## src/rtl/mvm_arbiter.sv

```systemverilog
// Round-robin arbiter sharing one mvm unit between the forward (A) and backprop (B) sequencers.
// Optional watchdog on the mvm handshake: define MVM_ARBITER_TIMEOUT_EN.
module mvm_arbiter #(
    parameter int MATRIX_WIDTH      = 4,
    parameter int MATRIX_HEIGHT     = 5,
    parameter int VECTOR_CELL_WIDTH = 8,
    parameter int MATRIX_CELL_WIDTH = 8,
    parameter int RESULT_CELL_WIDTH = 8,
    parameter int TIMEOUT           = 255,
    localparam int VW = MATRIX_HEIGHT * VECTOR_CELL_WIDTH,
    localparam int MW = MATRIX_WIDTH * MATRIX_HEIGHT * MATRIX_CELL_WIDTH,
    localparam int RW = MATRIX_WIDTH * RESULT_CELL_WIDTH
) (
    input  logic          clk,
    input  logic          rst,
    input  logic          req_a,
    input  logic          req_b,
    input  logic [VW-1:0] vector_a,
    input  logic [VW-1:0] vector_b,
    input  logic [MW-1:0] matrix_a,
    input  logic [MW-1:0] matrix_b,
    output logic          grant_a,
    output logic          grant_b,
    output logic          ack_a,
    output logic          ack_b,
    output logic [RW-1:0] result,
    output logic          error,
    output logic          mvm_start,
    output logic [VW-1:0] mvm_vector,
    output logic [MW-1:0] mvm_matrix,
    input  logic [RW-1:0] mvm_result,
    input  logic          mvm_valid,
    input  logic          mvm_error
);

    typedef enum logic [2:0] {IDLE, LAUNCH, ARM, BUSY, RESP} state_t;

    state_t state, state_nx;
    logic   owner;      // 0 = A, 1 = B
    logic   prio;       // requester favoured on a tie
    logic   any_req, sel_b, waiting, wd_expired;

    if (TIMEOUT < 1) begin : g_timeout_chk
        $error("mvm_arbiter: TIMEOUT must be at least 1");
    end

    assign any_req = req_a | req_b;
    assign sel_b   = req_b & (~req_a | prio);
    assign waiting = (state == ARM) || (state == BUSY);

`ifdef MVM_ARBITER_TIMEOUT_EN
    localparam int CW = $clog2(TIMEOUT + 1);
    logic [CW-1:0] wd_cnt;

    always_ff @(posedge clk) begin
        if (!rst)
            wd_cnt <= '0;
        else if (state == LAUNCH)
            wd_cnt <= '0;
        else if (waiting && !wd_expired)
            wd_cnt <= wd_cnt + CW'(1);
    end

    assign wd_expired = waiting && (wd_cnt >= CW'(TIMEOUT));
`else
    assign wd_expired = 1'b0;
`endif

    // ARM swallows the valid level left high by the previous operation.
    always_comb begin
        state_nx = state;
        case (state)
            IDLE:    if (any_req) state_nx = LAUNCH;
            LAUNCH:  state_nx = ARM;
            ARM: begin
                if (wd_expired)      state_nx = RESP;
                else if (!mvm_valid) state_nx = BUSY;
            end
            BUSY:    if (mvm_valid || wd_expired) state_nx = RESP;
            RESP:    state_nx = IDLE;
            default: state_nx = IDLE;
        endcase
    end

    always_ff @(posedge clk) begin
        if (!rst) begin
            state      <= IDLE;
            owner      <= 1'b0;
            prio       <= 1'b0;
            mvm_vector <= '0;
            mvm_matrix <= '0;
            result     <= '0;
            error      <= 1'b0;
        end else begin
            state <= state_nx;
            if (state == IDLE && any_req) begin
                owner      <= sel_b;
                mvm_vector <= sel_b ? vector_b : vector_a;
                mvm_matrix <= sel_b ? matrix_b : matrix_a;
            end
            if (state == BUSY && mvm_valid) begin
                result <= mvm_result;
                error  <= mvm_error;
            end else if (wd_expired) begin
                result <= '0;
                error  <= 1'b1;
            end
            if (state == RESP)
                prio <= ~owner;
        end
    end

    assign mvm_start = (state == LAUNCH);
    assign grant_a   = (state != IDLE) & ~owner;
    assign grant_b   = (state != IDLE) &  owner;
    assign ack_a     = (state == RESP) & ~owner;
    assign ack_b     = (state == RESP) &  owner;

endmodule

```

## config.mk

```make
export PLATFORM = sky130hd
export DESIGN_NAME = mvm_arbiter
export DESIGN_NICKNAME = d
export VERILOG_FILES = /design/src/rtl/mvm_arbiter.sv
export SDC_FILE = /design/constraint.sdc
export NUM_CORES = 1
export LEC_CHECK = 0
export CORE_AREA = 10 10 253 255
export DETAILED_ROUTE_END_ITERATION = 6
export DIE_AREA = 0 0 263 265
export GPL_TIMING_DRIVEN = 0
export HOLD_SLACK_MARGIN = 0.08
export PLACE_DENSITY = 0.45
export SETUP_SLACK_MARGIN = 0.4
export SYNTH_ARGS = -nofsm -noshare
export SYNTH_HDL_FRONTEND = slang
export SYNTH_SLANG_ARGS = --single-unit
```

## constraint.sdc

```tcl
create_clock -name clk -period 1.4 [get_ports clk]
set_input_delay 0.28 -clock clk [delete_from_list [all_inputs] [get_ports clk]]
set_output_delay 0.28 -clock clk [all_outputs]
set_load 0.02 [all_outputs]
```

* After elaboration in Yosys (flattened, before gate mapping)
Cells that the tools add are included.
Storage, ports and cells: register bits after elaboration 238, latch bits 0, memory bits (writable) 0, ROM bits 0, output and inout port bits 238, word-level logic and storage cells 34, memories 0
Operators by class: add/subtract/negate cells 0, $mul 0, divide/modulo/power cells 0, $lt $le $gt $ge 0, eq/ne operators 7, shift-type cells 0, muxes and demuxes 6, bitwise operators 9, reductions and logical operators 5
Operators with widths (number):
- 160-bit two-way mux | 1
- 40-bit two-way mux | 1
- 3-bit case mux with 4 select lines | 1
- 3-bit two-way mux | 3
- 3-bit by 2-bit == test with 1-bit output (second input constant) | 2
- 2-bit inequality test (second input constant) | 3
- 1-bit AND | 5
- 3-bit by 1-bit == test with 1-bit output (second input constant) | 1
- 3-bit == test (second input constant) | 1
- 3-bit zero test | 1
- 3-bit AND reduction | 1
- 3-bit nonzero test | 1
- 1-bit logical AND | 2
- 1-bit NOT | 2
- 1-bit OR | 2

* Longest topological paths before layout
Gate-level depths: netlist of the first run.
depth after elaboration 4, gate-level depth with buffers 5

* Worst setup path before layout of the first run
No wires, ideal clock.
kind reg2out, start point register state[2], end point output grant_b, arrival 1.257 ns, required time 1.120 ns, path slack -0.137 ns, stages on the path, launching flop included 5, path buffers 2, cells stage by stage dfxtp_1 -> or3_4 -> buf_6 -> buf_6 -> and2_1
On the way: cells in the longest elaborated chain, start to end 2
RTL lines:
- from (decl) | RTL line 38 | state_t state, state_nx;
- from (signal assigned) | RTL line 95 | state <= state_nx;
- 3-bit nonzero test | RTL line 115 | assign grant_b = (state != IDLE) & owner;
- 1-bit AND | RTL line 115
- to (decl) | RTL line 23 | output logic grant_b,
No other way between the ends.

* Worst setup path after layout of the first run
Same ends and word-level chain as after synthesis.

==> results.py, run 1 <==
metrics = {
    "detailed_routing": {
        "drc": 0,
        "first_pass_iters": 5,
        "vias_per_cell": 4.44,
        "routedWlPerCell_um": 24.6,
        "ant_nets": 0,
        "vias": 11700,
        "drt-initial-drc-count": 716,
        "drt-total-wl_mm": 64.8,
    },
    "clock_network": {
        "cts_buffers": 34,
        "cts_tree": "yes",
        "clock_sinks": 238,
        "cts_max_level": 2,
        "cts_root_buf": "clkbuf_16",
        "clkSlewWorstSetupHoldPaths_ps": 60,
        "insertion_delay_ps": 530,
        "cts_buffer_depth": 3,
    },
    "power": {
        "p_comb_share_pct": 34.9,
        "power.internal_uw": 17800,
        "cellLeakagePower_uw": 0.00749,
        "clockPowerShare_pct": 32.7,
        "power_switching_uw": 8450,
        "ir_drop_v": 0.000819,
        "p_sw_share_pct": 32.1,
        "powerDensity_nw_per_um2": 1320,
        "p_total_uw": 26300,
        "p_seq_share_pct": 32.4,
    },
    "worst_setup_path": {
        "r2r_setup_slack_ps": -380,
        "cp.arrival_ps": 1790,
        "crit_fanout": 2,
        "path_buf_inv": 3,
        "cp_slowest_cell": "or3_4",
        "reg2reg_depth": 7,
        "critPathKind": "reg -> out",
        "crit_family": "simple AND/OR/NAND/NOR gates",
        "end_kind": "output port",
        "worst-path-stages": 5,
        "critical-path-max-stage-delay_ps": 400,
        "startpoint_type": "register",
        "path_cells": "or3_4, buf_12, buf_8, and2_4, buf_6",
        "cp_data_required_time_ps": 1120,
    },
    "worst_hold_path": {
        "hp-class": "in -> reg",
        "hold_path_depth": 3,
    },
    "layout": {
        "layout.nets": 2259,
        "final_util_pct": 34.0,
        "fill_cells": 5999,
        "final_cells": 2628,
        "area_growth_pct": 98.5,
        "drive_gt1_share_pct": 24.3,
    },
    "logic_synthesis": {
        "ys_top_cells_by_count": "268 x nand2_1, 238 x dfxtp_1, 191 x o221a_2",
        "synth-edff-count": 0,
        "synth.distinct_cells": 25,
        "ys_warn_count": 0,
        "async_flop_share_pct": 0,
        "synth-main-ff-cell": "dfxtp_1",
        "synth_top_area_share_pct": 47.3,
        "ys_top_cells_by_area": "dfxtp_1 47%, o221a_2 21%, nand2_1 10%",
        "yosysMostFrequentCell": "nand2_1",
        "ys_seq_elements": 238,
        "yosys.area.top_type": "dfxtp_1",
        "synth_nets": 1523,
        "yosysSeqAreaShare_pct": 47.3,
        "syn_inst": 1085,
        "synth.avg_cell_area_um2": 9.28,
        "synth_area_um2": 10100,
    },
    "global_route": {
        "antenna_found_initial": 17,
        "grt_first_pass_wirelength_mm": 90.1,
        "grt_overflow_total": 0,
        "grt_max_degree": 12,
        "grt_pass1_vias": 12300,
        "grt_usage_pct": 17.2,
    },
    "timing": {
        "post-route-period-util_pct": 148,
        "skew_ps": 10.8,
        "slew_viol_final": 0,
        "tns_ps": -145940,
        "rsz0062_at_grt": "yes",
        "finalSetupViolCount": 420,
        "tightestPinTransition_ps": 598,
        "hold_violations": 0,
        "timing.slew.headroom_pct": 60.1,
        "whs_ps": 310,
        "period_needed_ps": 2070,
        "fmax_mhz": 482,
        "worst_slack_ps": -675,
    },
    "placement": {
        "placedCellCount": 2533,
        "gp_congestion": 0.835,
        "place_hpwl_mm": 50.7,
        "io_buffers": 675,
    },
    "die": {
        "die_area_um2": 69700,
        "ios": 676,
        "dieWidth_um": 263,
        "initial_core_util_pct": 17.1,
        "fp.coreArea_um2": 58800,
        "rows": 89,
        "dieHeight_um": 265,
    },
    "outcome": {
        "violations": "setup timing",
        "outcome": "complete, but fails checks",
    },
    "flow_run": {
        "maxCapViolations": 0,
    },
}
per-stage QoR:
stage / setup slack, ps / instance area (µm²)
final: -675 / 20000
after global routing: -734 / 20000
after CTS: -730 / 19400
after detailed placement: -1430 / 18100
after global placement: -1450 / 18100
after floorplan: -64.7 / 10400
cells in the final DEF (no fill, tap or decap), types with 25 or more instances in the layout:
| master | n |
|---|---|
| buf_6 | 69 |
| clkbuf_16 | 46 |
| clkdlybuf4s50_1 | 619 |
| a21boi_0 | 34 |
| o221a_2 | 191 |
| dfxtp_1 | 225 |
| clkbuf_1 | 29 |
| nand2_1 | 268 |
| clkbuf_2 | 25 |
| o21ai_1 | 175 |
cell type report:
| type | count | area (µm²) | area share, % |
|---|---|---|---|
| inverter | 1 | 3.75 | 0.0188 |
| antenna | 12 | 30.0 | 0.150 |
| clock inverter | 8 | 47.5 | 0.238 |
| multi-input combinational | 725 | 4720 | 23.6 |
| clock buffer | 50 | 1030 | 5.16 |
| tap | 773 | 967 | 4.84 |
| sequential | 238 | 4800 | 24.0 |
| buffer | 121 | 1190 | 5.93 |
| timing repair buffer | 700 | 7210 | 36.1 |
power by group through the flow:
stage | Combinational (µW) | Sequential, µW | Clock (µW)
6_report | 9180 | 8520 | 8580
2_1_floorplan | 2900 | 9770 | 0
5_1_grt | 9760 | 8640 | 9110
3_5_place_dp | 8800 | 8590 | 0
4_1_cts | 8990 | 8500 | 8870
3_3_place_gp | 8790 | 8550 | 0
flip-flops by register name (all words and copies together), names as in the netlist:
signal	count
mvm_matrix	160
mvm_vector	40
result	32
state	3
error	1
owner	1
prio	1
worst paths after layout:
check / start / endpoint
setup / recovery: state[2] / grant_b
hold / removal: mvm_result[29] / result[29]
setup reg to reg: state[2] / mvm_matrix[36]
hold reg to reg: result[31] / result[31]
cell families after synthesis:
logic type | Yosys count | synth area share [%]
compound gates | 440 | 35.2
simple gates | 285 | 11.1
flops | 238 | 47.3
buf+inv | 122 | 6.41
what timing repair did:
action,4_1_cts,5_1_grt
setup buffers,9,3
hold buffers,0,0
resized for setup,235,243
gates cloned,1,12
endpoints found under the setup margin,476,476
pin swaps,3,3
worst register-to-register path: stages (launching register included):
cell	delay [ps]
dfxtp_4	340
buf_4	160
nor3_4	210
o211ai_1	170
buf_6	200
clkbuf_16	190
clkbuf_16	170
o221a_2	240
routing by layer:
metal,global-route usage [%],vias up,routed length (µm)
li1,-,5556,-
met1,18.7,5555,24700
met2,30.4,457,33100
met3,6.55,79,5490
met4,5.86,10,1320
met5,0,-,66
(Power assumes the default switching activity.)
==> inputs of run 2 (changes only) <==
Settings changed: TNS_END_PERCENT from default to 1.
==> results.py, run 2 (synthesized netlist as in run 1, its figures left out) <==
metrics = {
    "layout": {
        "layout.nets": 2238,
        "drive_gt1_share_pct": 37.8,
        "final_cells": 2598,
        "top_regs": "mvm_matrix x160, mvm_vector x40, result x32",
        "area_growth_pct": 94.7,
        "largest_reg_flops": 160,
        "largest-register": "mvm_matrix",
        "fill_cells": 6133,
        "final_common_cell": "clkdlybuf4s50_1",
        "mostFrequentLayoutCells": "437 x clkdlybuf4s50_1, 268 x nand2_1, 249 x buf_6",
    },
    "die": {
        "initial_core_util_pct": 17.1,
        "die_area_um2": 69700,
        "rows": 89,
        "ios": 676,
        "dieHeight_um": 265,
        "dieWidth_um": 263,
        "fp.coreArea_um2": 58800,
    },
    "timing": {
        "finalSetupViolCount": 212,
        "skew_ps": 16.8,
        "period_needed_ps": 2130,
        "hold_violations": 0,
        "tightestPinTransition_ps": 596,
        "timing.slew.headroom_pct": 60.2,
        "slew_viol_final": 0,
        "post-route-period-util_pct": 152,
        "rsz0062_at_grt": "yes",
        "worst_slack_ps": -730,
        "fmax_mhz": 470,
        "whs_ps": 250,
    },
    "clock_network": {
        "cts_buffers": 31,
        "clock_sinks": 238,
        "cts_hold_buf": 0,
        "cts_root_buf": "clkbuf_16",
        "clkSlewWorstSetupHoldPaths_ps": 60,
        "cts_buffer_depth": 3,
        "cts_tree": "yes",
        "cts_max_level": 1,
        "insertion_delay_ps": 580,
    },
    "worst_setup_path": {
        "r2r-start": "state[2]",
        "startpoint_type": "register",
        "reg2reg_depth": 6,
        "crit_fanout": 2,
        "critical-path-max-stage-delay_ps": 400,
        "cp-startpoint": "state[2]",
        "cp_slowest_cell": "or3_4",
        "cp_data_required_time_ps": 1120,
        "critPathKind": "reg -> out",
        "r2r_setup_slack_ps": -360,
        "cp.arrival_ps": 1850,
        "crit_path_end": "grant_b",
        "r2r-end": "mvm_matrix[127]",
        "path_cells": "or3_4, buf_12, buf_8, and2_4, buf_6",
        "end_kind": "output port",
    },
    "detailed_routing": {
        "wl_met3_mm": 6.77,
        "vias_per_cell": 4.44,
        "vias": 11500,
        "first_pass_iters": 5,
        "drt-total-wl_mm": 65.7,
        "wl_met1_mm": 24.4,
        "routedWlPerCell_um": 25.3,
        "ant_nets": 0,
        "drc": 0,
        "top_layer_used": "met5",
        "wl_met2_mm": 32.8,
        "drt-initial-drc-count": 689,
    },
    "placement": {
        "place_ws_ps": -1150,
        "io_buffers": 675,
        "placedCellCount": 2533,
        "gp_congestion": 0.863,
        "place_hpwl_mm": 53.2,
    },
    "global_route": {
        "grt_pass1_vias": 12400,
        "grt_first_pass_wirelength_mm": 92.3,
        "antenna_found_initial": 15,
        "grt_usage_pct": 17.7,
        "grt_max_degree": 16,
        "grt_overflow_total": 0,
    },
    "outcome": {
        "violations": "setup timing",
        "outcome": "complete, but fails checks",
    },
    "worst_hold_path": {
        "hold_path_depth": 3,
        "hp-class": "in -> reg",
    },
    "power": {
        "powerDensity_nw_per_um2": 1340,
        "ir_drop_v": 0.000903,
        "cellLeakagePower_uw": 0.00761,
    },
    "flow_run": {
        "maxCapViolations": 0,
    },
}
[run 2: cell count changes in the layout (fill, tap and decap cells not counted), moves of 5 or more]
cell / before / now
dfxtp_1: 225 / 135
clkbuf_4: 1 / 13
clkbuf_16: 46 / 31
dfxtp_2: 5 / 95
clkbuf_8: 21 / 12
buf_12: 22 / 3
o21ai_1: 175 / 180
buf_6: 69 / 249
clkbuf_2: 25 / 30
clkdlybuf4s50_1: 619 / 437
diode_2: 12 / 2
[run 2: critical path, delay by kind of cell, from the launching register on]
family	cells	cell delay, ps
DFF	1	340
buffers and inverters	3	370
and+or+nand+nor	2	550
[run 2: final cells by class]
cell class	instances	area (µm²)	area share, %
sequential	238	4910	25.1
antenna	2	5.00	0.0255
buffer	121	941	4.80
multi-input combinational	725	4690	23.9
clock buffer	47	926	4.72
timing repair buffer	682	7020	35.8
tap	773	967	4.93
clock inverter	9	151	0.772
inverter	1	3.75	0.0191
[run 2: per-stage QoR]
| stage | power, µW | instance area (µm²) | setup TNS, ps | utilization, % |
|---|---|---|---|---|
| final | 26300 | 19600 | -64190 | 33.4 |
| after global routing | 27500 | 19600 | -81410 | 33.3 |
| after CTS | 26500 | 19400 | -121030 | 33.0 |
| after detailed placement | 17300 | 17800 | -229100 | 30.3 |
| after global placement | 17300 | 17800 | -229610 | 30.3 |
| after floorplan | 12500 | 10100 | -65.1 | - |
[run 2: timing repair]
item / 4_1_cts / 5_1_grt
setup endpoints to repair: 476 / 476
setup buffers: 7 / 0
pin swaps: 4 / 3
resized for setup: 896 / 701
[run 2: worst min-delay path by stage]
stage          slack, ps         end           start
4_1_cts              220  result[13]  mvm_result[13]
5_1_grt              230  result[28]  mvm_result[28]
2_1_floorplan        420  result[22]  mvm_result[22]
6_report             250  result[13]  mvm_result[13]
3_5_place_dp         460  result[16]      result[16]
3_3_place_gp         450  result[11]      result[11]
[run 2: power by group]
| part | leakage, µW | internal [µW] | switching, µW | total [µW] |
|---|---|---|---|---|
| registers | 0.00201 | 7960 | 816 | 8780 |
| logic | 0.00508 | 4710 | 4300 | 9000 |
| clock network | 0.000528 | 5250 | 3280 | 8530 |
| total | 0.00761 | 17900 | 8400 | 26300 |
[run 2: routing by layer]
metal | GRT usage, % | up-vias
li1 | - | 5491
met3 | 8.09 | 90
met2 | 32.0 | 526
met5 | 0 | -
met4 | 3.63 | 16
met1 | 18.5 | 5411
